--- src/rtl/eth_tx_arbiter.sv ---
// rtl/eth_tx_arbiter.sv - frame-granular round-robin arbiter in front of the Ethernet TX FIFO
//
// Shares the TX FIFO write port between NUM_SRC AXI-Stream frame sources.
// The grant is held for a whole frame, the output beat is registered, and a
// frame longer than MAX_FRAME_WORDS is cut short: its last forwarded word
// carries tlast and the remainder is accepted and discarded.
//
// Ports:
//   aclk, areset        TX FIFO write clock; synchronous active-high reset
//   s_axis_tdata        NUM_SRC*32 source data, source i at [32*i+31:32*i]
//   s_axis_tvalid/tlast per-source valid / end of frame
//   s_axis_tready       per-source ready (only the granted source can be ready)
//   m_axis_tdata/tvalid/tlast  registered beat towards the TX FIFO
//   m_axis_tready       TX FIFO ready
//   grant               one-hot current owner, 0 while idle
//   frame_trunc         one-cycle pulse after a frame has been truncated

module eth_tx_arbiter #(
    parameter int NUM_SRC         = 2,
    parameter int MAX_FRAME_WORDS = 256
) (
    input  logic                 aclk,
    input  logic                 areset,
    input  logic [NUM_SRC*32-1:0] s_axis_tdata,
    input  logic [NUM_SRC-1:0]   s_axis_tvalid,
    input  logic [NUM_SRC-1:0]   s_axis_tlast,
    output logic [NUM_SRC-1:0]   s_axis_tready,
    output logic [31:0]          m_axis_tdata,
    output logic                 m_axis_tvalid,
    output logic                 m_axis_tlast,
    input  logic                 m_axis_tready,
    output logic [NUM_SRC-1:0]   grant,
    output logic                 frame_trunc
);

    localparam int PTR_W = (NUM_SRC > 1) ? $clog2(NUM_SRC) : 1;
    localparam int CNT_W = $clog2(MAX_FRAME_WORDS) + 1;

    typedef enum logic [1:0] {
        IDLE  = 2'd0,
        BURST = 2'd1,
        DROP  = 2'd2
    } state_t;

    state_t             state;
    state_t             state_nxt;
    logic [NUM_SRC-1:0] grant_r;
    logic [PTR_W-1:0]   rr_ptr;
    logic [CNT_W-1:0]   word_cnt;
    logic [31:0]        m_data_r;
    logic               m_valid_r;
    logic               m_last_r;
    logic               trunc_r;

    logic               win_found;
    logic [PTR_W-1:0]   win_idx;
    logic [31:0]        sel_tdata;
    logic               sel_tvalid;
    logic               sel_tlast;
    logic               rdy;
    logic               accept;
    logic               fwd;
    logic               at_limit;

    // Round-robin search: offset i from rr_ptr is tried in order, so the
    // source just after the previous winner has the highest priority.
    always_comb begin
        win_found = 1'b0;
        win_idx   = '0;
        for (int i = 0; i < NUM_SRC; i++) begin
            for (int j = 0; j < NUM_SRC; j++) begin
                if (!win_found && (j == (int'(rr_ptr) + i) % NUM_SRC) && s_axis_tvalid[j]) begin
                    win_found = 1'b1;
                    win_idx   = PTR_W'(j);
                end
            end
        end
    end

    // Granted source mux, driven by the one-hot grant register.
    always_comb begin
        sel_tdata  = '0;
        sel_tvalid = 1'b0;
        sel_tlast  = 1'b0;
        for (int i = 0; i < NUM_SRC; i++) begin
            if (grant_r[i]) begin
                sel_tdata  = s_axis_tdata[i*32 +: 32];
                sel_tvalid = s_axis_tvalid[i];
                sel_tlast  = s_axis_tlast[i];
            end
        end
    end

    // The word being accepted now is the last one allowed in this frame.
    assign at_limit = (word_cnt == CNT_W'(MAX_FRAME_WORDS - 1));

    always_comb begin
        state_nxt = state;
        rdy       = 1'b0;
        case (state)
            IDLE: begin
                if (win_found) begin
                    state_nxt = BURST;
                end
            end
            BURST: begin
                // Single output register: a new beat fits when it is empty
                // or being drained this cycle.
                rdy = !m_valid_r || m_axis_tready;
                if (rdy && sel_tvalid) begin
                    if (sel_tlast) begin
                        state_nxt = IDLE;
                    end else if (at_limit) begin
                        state_nxt = DROP;
                    end
                end
            end
            DROP: begin
                rdy = 1'b1;
                if (sel_tvalid && sel_tlast) begin
                    state_nxt = IDLE;
                end
            end
            default: state_nxt = IDLE;
        endcase
    end

    assign accept        = rdy && sel_tvalid;
    assign fwd           = accept && (state == BURST);
    assign s_axis_tready = grant_r & {NUM_SRC{rdy}};

    always_ff @(posedge aclk) begin
        if (areset) begin
            state <= IDLE;
        end else begin
            state <= state_nxt;
        end
    end

    always_ff @(posedge aclk) begin
        if (areset) begin
            grant_r   <= '0;
            rr_ptr    <= '0;
            word_cnt  <= '0;
            m_data_r  <= '0;
            m_valid_r <= 1'b0;
            m_last_r  <= 1'b0;
            trunc_r   <= 1'b0;
        end else begin
            trunc_r <= 1'b0;

            if (state == IDLE && win_found) begin
                grant_r <= NUM_SRC'(1) << win_idx;
                rr_ptr  <= PTR_W'((int'(win_idx) + 1) % NUM_SRC);
            end

            if (fwd) begin
                m_data_r  <= sel_tdata;
                m_last_r  <= sel_tlast || at_limit;
                m_valid_r <= 1'b1;
                word_cnt  <= word_cnt + 1'b1;
                trunc_r   <= at_limit && !sel_tlast;
            end else if (m_axis_tready) begin
                m_valid_r <= 1'b0;
            end

            // End of frame, whether forwarded or being dropped.
            if (accept && sel_tlast) begin
                grant_r  <= '0;
                word_cnt <= '0;
            end
        end
    end

    assign m_axis_tdata  = m_data_r;
    assign m_axis_tvalid = m_valid_r;
    assign m_axis_tlast  = m_last_r;
    assign grant         = grant_r;
    assign frame_trunc   = trunc_r;

endmodule
--- config.mk ---
export PLATFORM = sky130hd
export DESIGN_NAME = eth_tx_arbiter
export DESIGN_NICKNAME = d
export VERILOG_FILES = /design/src/rtl/eth_tx_arbiter.sv
export SDC_FILE = /design/constraint.sdc
export NUM_CORES = 1
export LEC_CHECK = 0
export ABC_AREA = 1
export CAP_MARGIN = 20
export CORE_UTILIZATION = 40
export CTS_BUF_LIST = sky130_fd_sc_hd__clkbuf_16
export CTS_CLUSTER_SIZE = 20
export DETAILED_ROUTE_END_ITERATION = 6
export GPL_ROUTABILITY_DRIVEN = 0
export PLACE_DENSITY = 0.77
export SYNTH_ARGS = -nofsm -noshare
export SYNTH_HDL_FRONTEND = slang
export SYNTH_SLANG_ARGS = --single-unit
--- constraint.sdc ---
create_clock -name aclk -period 2.2 [get_ports aclk]
set_input_delay 0.22 -clock aclk [delete_from_list [all_inputs] [get_ports aclk]]
set_output_delay 0.22 -clock aclk [all_outputs]
set_load 0.1 [all_outputs]
---- After elaboration in Yosys (flattened, before gate mapping) ----
Index checks and enable logic that the tools add are counted.
storage, ports and cells
  flip-flop bits (word level) ............. 49
  bits in latches ......................... 0
  memory bits (writable) .................. 0
  memory bits (read-only) ................. 0
  input port bits ......................... 71
  output and inout bits ................... 39
  word-level logic and storage cells ...... 73
  memories kept ........................... 0
operators by class
  add/sub/neg operators ................... 3
  multiply operators ...................... 0
  div/mod/pow operators ................... 0
  order comparisons ....................... 0
  equal/unequal tests ..................... 8
  shift operators ......................... 1
  muxes and demuxes ....................... 22
  bitwise gates (word level) .............. 3
  reduce and logical (&&, ||, !) cells .... 28
operator list
  cell                                                                count
  32-bit zero test                                                    2
  32-bit two-way mux                                                  2
  1-bit logical AND                                                   14
  1-bit two-way mux                                                   13
  2-bit two-way mux                                                   5
  9-bit by 1-bit adder with 9-bit output (second input constant)      1
  9-bit by 8-bit == test with 1-bit output (second input constant)    1
  2-bit inequality test (second input constant)                       3
  2-bit case mux with 3 select lines                                  1
  1-bit zero test                                                     5
  4-bit AND reduction                                                 1
  2-bit OR reduction                                                  2
  3-bit inequality test (second input constant)                       1
  1-bit adder (second input constant)                                 2
  2-bit bitwise AND                                                   1
  2-bit by 1-bit == test with 1-bit output (second input constant)    1
  2-bit == test (first input constant)                                1
  2-bit == test (second input constant)                               1
  2-bit zero test                                                     1
  1-bit logical OR                                                    2
  1-bit case mux with 2 select lines                                  1
  2-bit nonzero test                                                  1
  1-bit by 1-bit << shifter with 2-bit output (first input constant)  1
  1-bit bitwise AND (first input constant)                            1
  1-bit NOT                                                           1

---- Longest topological paths before layout ----
Gate-level depths: netlist of the first run.
  depth in word-level cells ............... 17
  mapped depth ............................ 13
  mapped depth without buffers ............ 13

---- Worst setup path after synthesis of the first run ----
OpenSTA, ideal clock, no wires.
  path kind ............................... flip-flop to output port
  start point ............................. register grant_r[1] (netlist: grant[1])
  end point ............................... output s_axis_tready[1]
  arrival ................................. 2.571 ns
  required time ........................... 1.980 ns
  slack ................................... -0.591 ns
  cell stages (with the launch flop) ...... 4
  path buffers ............................ 1
  path through ............................ dfxtp_1 -> buf_2 -> inv_2 -> nor2_1
on the way
  cells in the longest elaborated chain, start to end .. 1
RTL lines
  element                   RTL line  source
  start: declaration        47        logic [NUM_SRC-1:0] grant_r;
  start signal: assignment  153       grant_r <= NUM_SRC'(1) << win_idx;
  2-bit bitwise AND         130       assign s_axis_tready = grant_r & {NUM_SRC{rdy}};
  end: declaration          27        output logic [NUM_SRC-1:0] s_axis_tready,
Every way passes these cells.

---- Worst setup path after layout of the first run ----
  start point ............................. register state[1]
  end point ............................... output s_axis_tready[0]
on the way
  cells in the longest elaborated chain, start to end .. 3
  elaborated cells on any way between the ends .. 4
  those cells by class .................... eq/ne: 2; mux: 1; bitwise: 1
RTL lines
  element                                                                    RTL line  source
  start: declaration                                                         45        state_t state;
  start signal: assignment                                                   136       state <= state_nxt;
  2-bit == test or 2-bit by 1-bit == test with 1-bit output (tied branches)  100       case (state)
  1-bit case mux with 2 select lines *                                       100
  2-bit bitwise AND *                                                        130
Mark *: on every way between the ends. The rest lies on a longest branch, timed or not.

==> flow_metrics.env, run 1 <==
export IMPL_yosys_warnings=0
export IMPL_final_cell_area_sq_um=3607
export IMPL_die_x_um=79.22
export IMPL_start_util_pct=42.27
export IMPL_syn_num_nets=398
export IMPL_use_met1_pct=22.47
export IMPL_synth_compound_area_share_pct=22.51
export IMPL_layout_drive_gt1_share_pct=13.65
export IMPL_multi_input_area_sq_um=1216
export IMPL_grt_start_max_net_pins=45
export IMPL_synth_simple_area_share_pct=23.29
export IMPL_synthArstFlopShare_pct=0
export IMPL_holdWs_ns=0.4611
export IMPL_fmax_ghz=0.5054
export IMPL_yosysMostFrequentCell="nand2_1"
export IMPL_dr_pass1_iters=4
export IMPL_grt_pass1_wl_mm=9.784
export IMPL_path_clk_slew_ns=0.06
export IMPL_yosysTopAreaCell="dfxtp_1"
export IMPL_synth_xor_xnor_area_share_pct=1.836
export IMPL_post_cts_buffers=0
export IMPL_wl_per_cell_um=12.36
export IMPL_status="finished clean"
export IMPL_die_y_um=79.22
export IMPL_clk_latency_ns=0.28
export IMPL_num_io_pins=110
export IMPL_rsz0062_at_grt="no"
export IMPL_fin_skew_ns=0.005908
export IMPL_port_buffers=109
export IMPL_via_per_inst=4.944
export IMPL_grtUsageMet2_pct=35.95
export IMPL_fillerInstances=519
export IMPL_synth_common_cells="nand2_1, dfxtp_1, a21oi_1"
export IMPL_hold_viol=0
export IMPL_cts_buffers=5
export IMPL_pre_cts_ws_ns=0.2996
export IMPL_nets=501
export IMPL_synthToLayoutAreaGrowth_pct=51.26
export IMPL_syn_inst=322
export IMPL_yosys_area_share_adder_pct=2.623
export IMPL_crit_arrival_ns=1.76
export IMPL_core_sq_um=5642
export IMPL_yosysUniqueCellTypes=21
export IMPL_first_global_vias=2292
export IMPL_grt_overflow_total=0
export IMPL_synth_ff_latch_count=49
export IMPL_hold_class="flip-flop to flip-flop"
export IMPL_grt_usage_pct=19.98
export IMPL_avgSynthCellArea_sq_um=7.406
export IMPL_worst_slack_ns=0.2215
export IMPL_muxShareOfSynthArea_pct=0
export IMPL_totalWireLength_mm=6.144
export IMPL_crit_path_max_fanout=6
export IMPL_fin_crit_ns=1.979
export IMPL_hpwlAfterDp_mm=4.518
export IMPL_htreeDepth=2
export IMPL_p_leak_nw=1.449
export IMPL_seq_area_sq_um=980.9
export IMPL_drt_iter0_markers=122
export IMPL_endpoint_kind="output pin"
export IMPL_synth_top_area_share_pct=41.13
export IMPL_tns_ns=0
export IMPL_finalCritPeriodShare_pct=89.93
export IMPL_gr_usage_met3_pct=6.322
export IMPL_slew_headroom_pct=70.62
export IMPL_ys_top_cells_by_area="dfxtp_1, nand2_1, a22o_1"
export IMPL_clock_sinks=49
export IMPL_synthFlopType="dfxtp_1"
export IMPL_cts_path_max_buffers=2
export IMPL_route_vias_total=2457
export IMPL_cts_tree="yes"
export IMPL_cts_root_buf="clkbuf_16"
export IMPL_tightest_slew_ns=0.4407
export IMPL_dieArea_sq_um=6275
export IMPL_crit_type="flip-flop to output pin"
export IMPL_start_kind="flip-flop"
export IMPL_diodes=0
export IMPL_busiest_layer="met2"
export IMPL_floorplan_rows=27
export IMPL_placed_area_sq_um=3475
export IMPL_synth_area_sq_um=2385
export IMPL_maxCapViolCount=0
export IMPL_finalSetupViolCount=0
export IMPL_synth_edf_count=0
export IMPL_peakVddDrop_uv=392.6
export IMPL_synth_top_family_by_area="simple AND/OR/NAND/NOR gates"
export IMPL_antenna_found_initial=0
export IMPL_crit_required_ns=1.98
export IMPL_drcViolationCount=0
export IMPL_slew_viol_final=0
export IMPL_r2r_setup_slack_ns=0.36
export IMPL_post_cts_resized=0
export IMPL_final_antenna_net_count=0
export IMPL_pwr_density_cell_nw_per_um2=716.0
export IMPL_postCtsHoldBufs=0
export IMPL_yosysSeqAreaShare_pct=41.13
critical path, cell delays in order (launching register included):
cell and delay, ns:
dfxtp_1 0.33, inv_1 0.08, ha_1 0.31, nand2_1 0.14
a21oi_4 0.18, inv_1 0.13, nor2_4 0.12, buf_12 0.18
layer usage:
layer,wire length [um],part of all wire [%]
met5,0,0
met4,46,0.75
met3,425,6.9
met2,3168,52
met1,2504,41
where the power goes:
group / internal, W / switching [W]
Sequential: 0.000919 / 0.0000271
Combinational: 0.000401 / 0.000532
Clock: 0.000407 / 0.000296
registers in the layout (all words and copies together), names as in the netlist:
signal,count
m_axis_tdata,32
word_cnt,9
grant,2
state,2
frame_trunc,1
m_axis_tlast,1
m_axis_tvalid,1
rr_ptr,1
kinds of logic after synthesis:
logic type,count (synthesis)
xor gates and xnor gates,5
adders and majority gates,5
and+or+nand+nor,138
AOI/OAI and AO/OA,81
DFF,49
buffers and inverters,44
layout make-up:
type / count / share of cell area [%]
multi-input cells: 229 / 33.71
repair buffers: 116 / 30.38
flip-flops and latches: 49 / 27.19
clock buffers: 5 / 3.469
inverters: 24 / 2.532
well taps: 72 / 2.497
clock inverters: 2 / 0.2081
worst paths after layout:
check / from / to / cells past startpoint
worst max-delay path: state[1]$_SDFFE_PP0P_ / s_axis_tready[0] / 7
worst min-delay path: rr_ptr$_SDFFE_PP0P_ / rr_ptr$_SDFFE_PP0P_ / 2
worst max register to register: word_cnt[0]$_SDFFE_PP0P_ / state[0]$_SDFFE_PP0P_ / 13
worst min register to register: rr_ptr$_SDFFE_PP0P_ / rr_ptr$_SDFFE_PP0P_ / 2
stage by stage:
| stage | util [%] | total power (W) | instances |
|---|---|---|---|
| detailed placement | 61.59 | 0.001903 | 490 |
| global route | 63.94 | 0.002713 | 497 |
| floorplan | - | 0.001598 | 322 |
| global placement | 61.59 | 0.001898 | 490 |
| CTS | 63.94 | 0.002603 | 497 |
| finish | 63.94 | 0.002583 | 497 |
layout by cell type, fill, tap and decap left out, drive strengths merged:
master and n:
clkinv 2, dfxtp 49, nor4 1, ha 5, o21ai 1, clkbuf 5
nand4 2, nor2 12, nand2 109, nor3 2, clkdlybuf4s50 70, a22o 32
xor2 5, nand3 12, buf 46, a21oi 48, inv 24
Note: power is estimated with default switching activity, not from simulation.
==> run 2: changes to the inputs <==
- CORE_UTILIZATION: 40 -> 37
- PLACE_DENSITY: 0.77 -> 0.75
- clock period: 2.2 -> 1.8 ns (I/O delays scaled with it)
==> run 2 against run 1 <==
Against the previous run:
- die area up 7.9%
- critical endpoint unchanged
- non-clock buffer count up 8
- first-iteration DRC count down 11%
- sequential share of layout area down 0.64 points
- critical path type unchanged
- cell area up 4.0%
- combinational power up 29%
- utilization down 2.0 points
- register-to-register slack worse by 0.25 ns
- final cell count up 2.4%
- worst hold slack better by 0.0053 ns
- clock power up 33%
- critical path depth unchanged
- largest power group is now combinational cells
==> flow_metrics.env, run 2 (synthesized netlist as in run 1, its figures left out) <==
export IMPL_wl_per_cell_um=12.89
export IMPL_largest_reg_flops=32
export IMPL_antenna_found_initial=0
export IMPL_pwr_share_clk_pct=28.2
export IMPL_via_per_inst=4.955
export IMPL_first_global_vias=2316
export IMPL_cts_root_buf="clkbuf_16"
export IMPL_num_io_pins=110
export IMPL_final_common_cell="nand2_1"
export IMPL_grt_pass1_wl_mm=10.20
export IMPL_grt_start_max_net_pins=33
export IMPL_internal_power_w=0.002172
export IMPL_clock_sinks=49
export IMPL_dpl_cell_count=498
export IMPL_r2r_setup_slack_ns=0.11
export IMPL_hold_class="flip-flop to flip-flop"
export IMPL_final_antenna_net_count=0
export IMPL_p_leak_nw=1.499
export IMPL_tightest_slew_ns=0.4060
export IMPL_wl_met2_mm=3.287
export IMPL_synthToLayoutAreaGrowth_pct=57.29
export IMPL_cts_tree="yes"
export IMPL_die_y_um=82.29
export IMPL_crit_path_max_fanout=3
export IMPL_route_vias_total=2522
export IMPL_diodes=0
export IMPL_cts_buffers=5
export IMPL_final_cells=509
export IMPL_endpoint_kind="output pin"
export IMPL_crit_arrival_ns=1.54
export IMPL_hold_viol=0
export IMPL_postCtsHoldBufs=0
export IMPL_core_sq_um=6061
export IMPL_die_x_um=82.29
export IMPL_slew_headroom_pct=72.87
export IMPL_crit_type="flip-flop to output pin"
export IMPL_layout_drive_gt1_share_pct=19.59
export IMPL_cts_path_max_buffers=2
export IMPL_p_switching_w=0.001137
export IMPL_holdWs_ns=0.4663
export IMPL_start_util_pct=39.35
export IMPL_port_buffers=109
export IMPL_finalCritPeriodShare_pct=95.67
export IMPL_rsz0062_at_grt="yes"
export IMPL_power_frac_comb_pct=36.3
export IMPL_final_util_pct=61.89
export IMPL_nets=509
export IMPL_grt_overflow_total=0
export IMPL_wl_met3_um=401
export IMPL_highest_layer="met4"
export IMPL_dieArea_sq_um=6771
export IMPL_status="finished clean"
export IMPL_start_kind="flip-flop"
export IMPL_swShare_pct=34.37
export IMPL_htreeDepth=2
export IMPL_totalWireLength_mm=6.559
export IMPL_fin_crit_ns=1.722
export IMPL_fmax_ghz=0.5807
export IMPL_maxCapViolCount=0
export IMPL_seq_power_share_pct=35.5
export IMPL_grt_usage_pct=19.59
export IMPL_pwr_density_cell_nw_per_um2=882.1
export IMPL_dr_pass1_iters=4
export IMPL_crit_required_ns=1.62
export IMPL_clk_latency_ns=0.29
export IMPL_drt_iter0_markers=108
export IMPL_finalSetupViolCount=0
export IMPL_fin_skew_ns=0.005587
export IMPL_slew_viol_final=0
export IMPL_floorplan_rows=28
export IMPL_drcViolationCount=0
export IMPL_met1_length_mm=2.797
export IMPL_path_clk_slew_ns=0.07
export IMPL_peakVddDrop_uv=462.2
export IMPL_hpwlAfterDp_mm=4.755
export IMPL_mostFrequentLayoutCells="nand2_1, clkdlybuf4s50_1, buf_4"
-- run 2: changes by cell type in the layout (fill, tap and decap cells not counted), moves of 2 or more --
cell / change
inv_1: -4
nand2_2: +2
buf_4: +6
ha_1: -2
nand3_1: -2
dfxtp_2: +3
dfxtp_4: +3
inv_2: +3
nand2_1: -2
dfxtp_1: -6
nand3_2: +2
-- run 2: critical path: stages (launching register included) --
cell,delay [ns]
dfxtp_1,0.36
inv_1,0.07
ha_1,0.26
inv_1,0.06
a21oi_4,0.13
inv_2,0.08
nor2_4,0.11
buf_12,0.18
-- run 2: path summary, 6_finish.rpt --
kind	cells after the start	to	from
worst max register to register	10	m_axis_tdata[6]$_SDFFE_PP0P_	state[1]$_SDFFE_PP0P_
worst max-delay path	7	s_axis_tready[0]	state[1]$_SDFFE_PP0P_
worst min-delay path	2	m_axis_tdata[12]$_SDFFE_PP0P_	m_axis_tdata[12]$_SDFFE_PP0P_
worst min register to register	2	m_axis_tdata[12]$_SDFFE_PP0P_	m_axis_tdata[12]$_SDFFE_PP0P_
-- run 2: cell type report --
| cell class | count | area [sq um] |
|---|---|---|
| clock buffers | 5 | 125.1 |
| clock inverters | 3 | 21.27 |
| fillers | 535 | 2310 |
| inverters | 24 | 91.34 |
| multi-input cells | 229 | 1251 |
| flip-flops and latches | 49 | 996.0 |
| well taps | 75 | 93.84 |
| repair buffers | 124 | 1172 |
-- run 2: metal layers --
metal / GRT usage (%) / vias up
met5: 0 / -
met4: 6.140 / 0
met3: 5.055 / 6
met2: 34.21 / 83
met1: 23.33 / 1145
li1: - / 1288
-- run 2: through the flow --
step / TNS [ns] / setup slack, ns / instance area [sq um] / total power (W)
after global routing: -0.07246 / -0.04128 / 3751 / 0.003461
final: 0 / 0.07796 / 3751 / 0.003309
after detailed placement: 0 / 0.02238 / 3535 / 0.002351
after global placement: 0 / 0.1272 / 3535 / 0.002336
after CTS: 0 / 0.0005216 / 3681 / 0.003284
after floorplan: 0 / 0.07425 / 2406 / 0.001959
-- run 2: power by group through the flow --
| stage | sequential, W | combinational, W | clock (W) |
|---|---|---|---|
| floorplan | 0.00130 | 0.000658 | 0 |
| detailed placement | 0.00120 | 0.00115 | 0 |
| global route | 0.00118 | 0.00129 | 0.000989 |
| finish | 0.00117 | 0.00120 | 0.000934 |
| CTS | 0.00118 | 0.00116 | 0.000948 |
| global placement | 0.00120 | 0.00114 | 0 |
-- run 2: repair_timing --
action                     in CTS  in global routing
buffers inserted                0                  3
resized for setup               1                 17
pin swaps                       0                 11
setup endpoints to repair       2                  4
==> run 3: changes to the inputs <==
- CORE_UTILIZATION: 37 -> 40
- GPL_ROUTABILITY_DRIVEN: 0 -> not set
- PLACE_DENSITY: 0.75 -> 0.77
- clock period: 1.8 -> 2.11 ns (I/O delays scaled with it)
==> run 3 against run 2 <==
Against the previous run:
- sequential share of layout area up 0.53 points
- wire length down 4.5%
- die area down 7.3%
- register-to-register slack better by 0.16 ns
- combinational power down 20%
- non-clock buffer count down 8
- final cell count down 2.2%
- global-route usage up 1.5 points
- clock skew up 0.00065 ns
- utilization up 2.4 points
- via count down 1.5%
- critical endpoint is now s_axis_tready[1]
- largest cell class unchanged
==> flow_metrics.env, run 3 (synthesized netlist as in run 1, its figures left out) <==
export IMPL_first_global_vias=2391
export IMPL_crit_arrival_ns=1.77
export IMPL_post_cts_buffers=0
export IMPL_largest_reg_flops=32
export IMPL_core_sq_um=5642
export IMPL_die_y_um=79.22
export IMPL_clock_sinks=49
export IMPL_crit_type="flip-flop to output pin"
export IMPL_cp_common_cell="inv_1"
export IMPL_cp_startpoint="state[1]$_SDFFE_PP0P_"
export IMPL_cts_path_max_buffers=2
export IMPL_holdWs_ns=0.4631
export IMPL_hold_class="flip-flop to flip-flop"
export IMPL_grt_start_max_net_pins=45
export IMPL_grt_overflow_total=0
export IMPL_port_buffers=109
export IMPL_crit_required_ns=1.90
export IMPL_mostFrequentLayoutCells="nand2_1, clkdlybuf4s50_1, dfxtp_1"
export IMPL_clk_latency_ns=0.29
export IMPL_grt_pass1_wl_mm=10.43
export IMPL_via_per_inst=4.990
export IMPL_post_cts_resized=0
export IMPL_hpwlAfterDp_mm=4.627
export IMPL_dieArea_sq_um=6275
export IMPL_p_leak_nw=1.448
export IMPL_critPathTopFamily="buffers and inverters"
export IMPL_cts_tree="yes"
export IMPL_total_power_w=0.002774
export IMPL_nets=501
export IMPL_tns_ns=0
export IMPL_peakVddDrop_uv=512.6
export IMPL_slew_viol_final=0
export IMPL_min_from="rr_ptr$_SDFFE_PP0P_"
export IMPL_cp_slowest_stage_delay_ns=0.33
export IMPL_rsz0062_at_grt="no"
export IMPL_final_cell_area_sq_um=3627
export IMPL_route_vias_total=2485
export IMPL_placed_area_sq_um=3476
export IMPL_place_congestion=0.8524
export IMPL_final_util_pct=64.29
export IMPL_endpoint_kind="output pin"
export IMPL_regToRegStartpoint="word_cnt[0]$_SDFFE_PP0P_"
export IMPL_hold_viol=0
export IMPL_synthToLayoutAreaGrowth_pct=52.10
export IMPL_crit_path_top_delay_cell="dfxtp_1"
export IMPL_drt_iter0_markers=162
export IMPL_tightest_slew_ns=0.4398
export IMPL_final_antenna_net_count=0
export IMPL_postCtsHoldBufs=0
export IMPL_floorplan_rows=27
export IMPL_slew_headroom_pct=70.68
export IMPL_status="finished clean"
export IMPL_diodes=0
export IMPL_fin_crit_ns=1.984
export IMPL_cts_buffers=5
export IMPL_grt_usage_pct=21.05
export IMPL_layout_drive_gt1_share_pct=14.55
export IMPL_fmax_ghz=0.5040
export IMPL_totalWireLength_mm=6.262
export IMPL_wl_per_cell_um=12.57
export IMPL_path_clk_slew_ns=0.07
export IMPL_drcViolationCount=0
export IMPL_start_kind="flip-flop"
export IMPL_finalCritPeriodShare_pct=94.03
export IMPL_final_common_cell="nand2_1"
export IMPL_crit_path_max_fanout=6
export IMPL_antenna_found_initial=0
export IMPL_finalSetupViolCount=0
export IMPL_start_util_pct=42.27
export IMPL_fin_skew_ns=0.006238
export IMPL_die_x_um=79.22
export IMPL_pwr_density_cell_nw_per_um2=764.6
export IMPL_dr_pass1_iters=5
export IMPL_maxCapViolCount=0
export IMPL_crit_chain="inv_1, ha_1, nand2_1, a21oi_4, inv_1, nor2_4, buf_12"
export IMPL_htreeDepth=2
export IMPL_cts_root_buf="clkbuf_16"
export IMPL_path_buf_inv=3
export IMPL_num_io_pins=110
[run 3: cell count changes in the layout (fill, tap and decap cells not counted), moves of 3 or more]
cell and delta:
buf_4 -6, inv_2 -3, dfxtp_4 -3, dfxtp_1 +5, inv_1 +3
[run 3: metrics by stage]
step / worst slack [ns] / instances
floorplan: 0.006300 / 322
global placement: 0.2964 / 490
detailed placement: 0.2234 / 490
CTS: 0.1116 / 498
global route: 0.007600 / 498
finish: 0.1260 / 498
[run 3: worst paths after layout]
check	endpoint	slack (ns)	cells after the start
max	s_axis_tready[1]	0.13	7
min	rr_ptr$_SDFFE_PP0P_	0.46	2
max reg2reg	state[1]$_SDFFE_PP0P_	0.27	13
min reg2reg	rr_ptr$_SDFFE_PP0P_	0.46	2
[run 3: layout make-up]
type	instances	area [sq um]
inverter	24	91.34
timing repair buffer	116	1096
sequential	49	982.2
multi-input combinational	229	1216
fill	486	2014
clock buffer	5	125.1
tap	72	90.09
clock inverter	3	26.28
[run 3: metal layers]
layer  GRT usage [%]  wire [um]
met1           23.48       2572
met2           37.93       3235
met4           6.364         88
met3           6.552        365
met5               0          0
[run 3: where the power goes]
part	internal, W	leakage, nW	switching, W
clock	0.000448	0.0680	0.000365
sequential	0.000959	0.396	0.0000443
combinational	0.000411	0.984	0.000547
[run 3: worst min-delay path, cell delays in order, from the launching register on]
cell,delay (ns)
dfxtp_1,0.31
nand2_1,0.06
a21oi_1,0.05
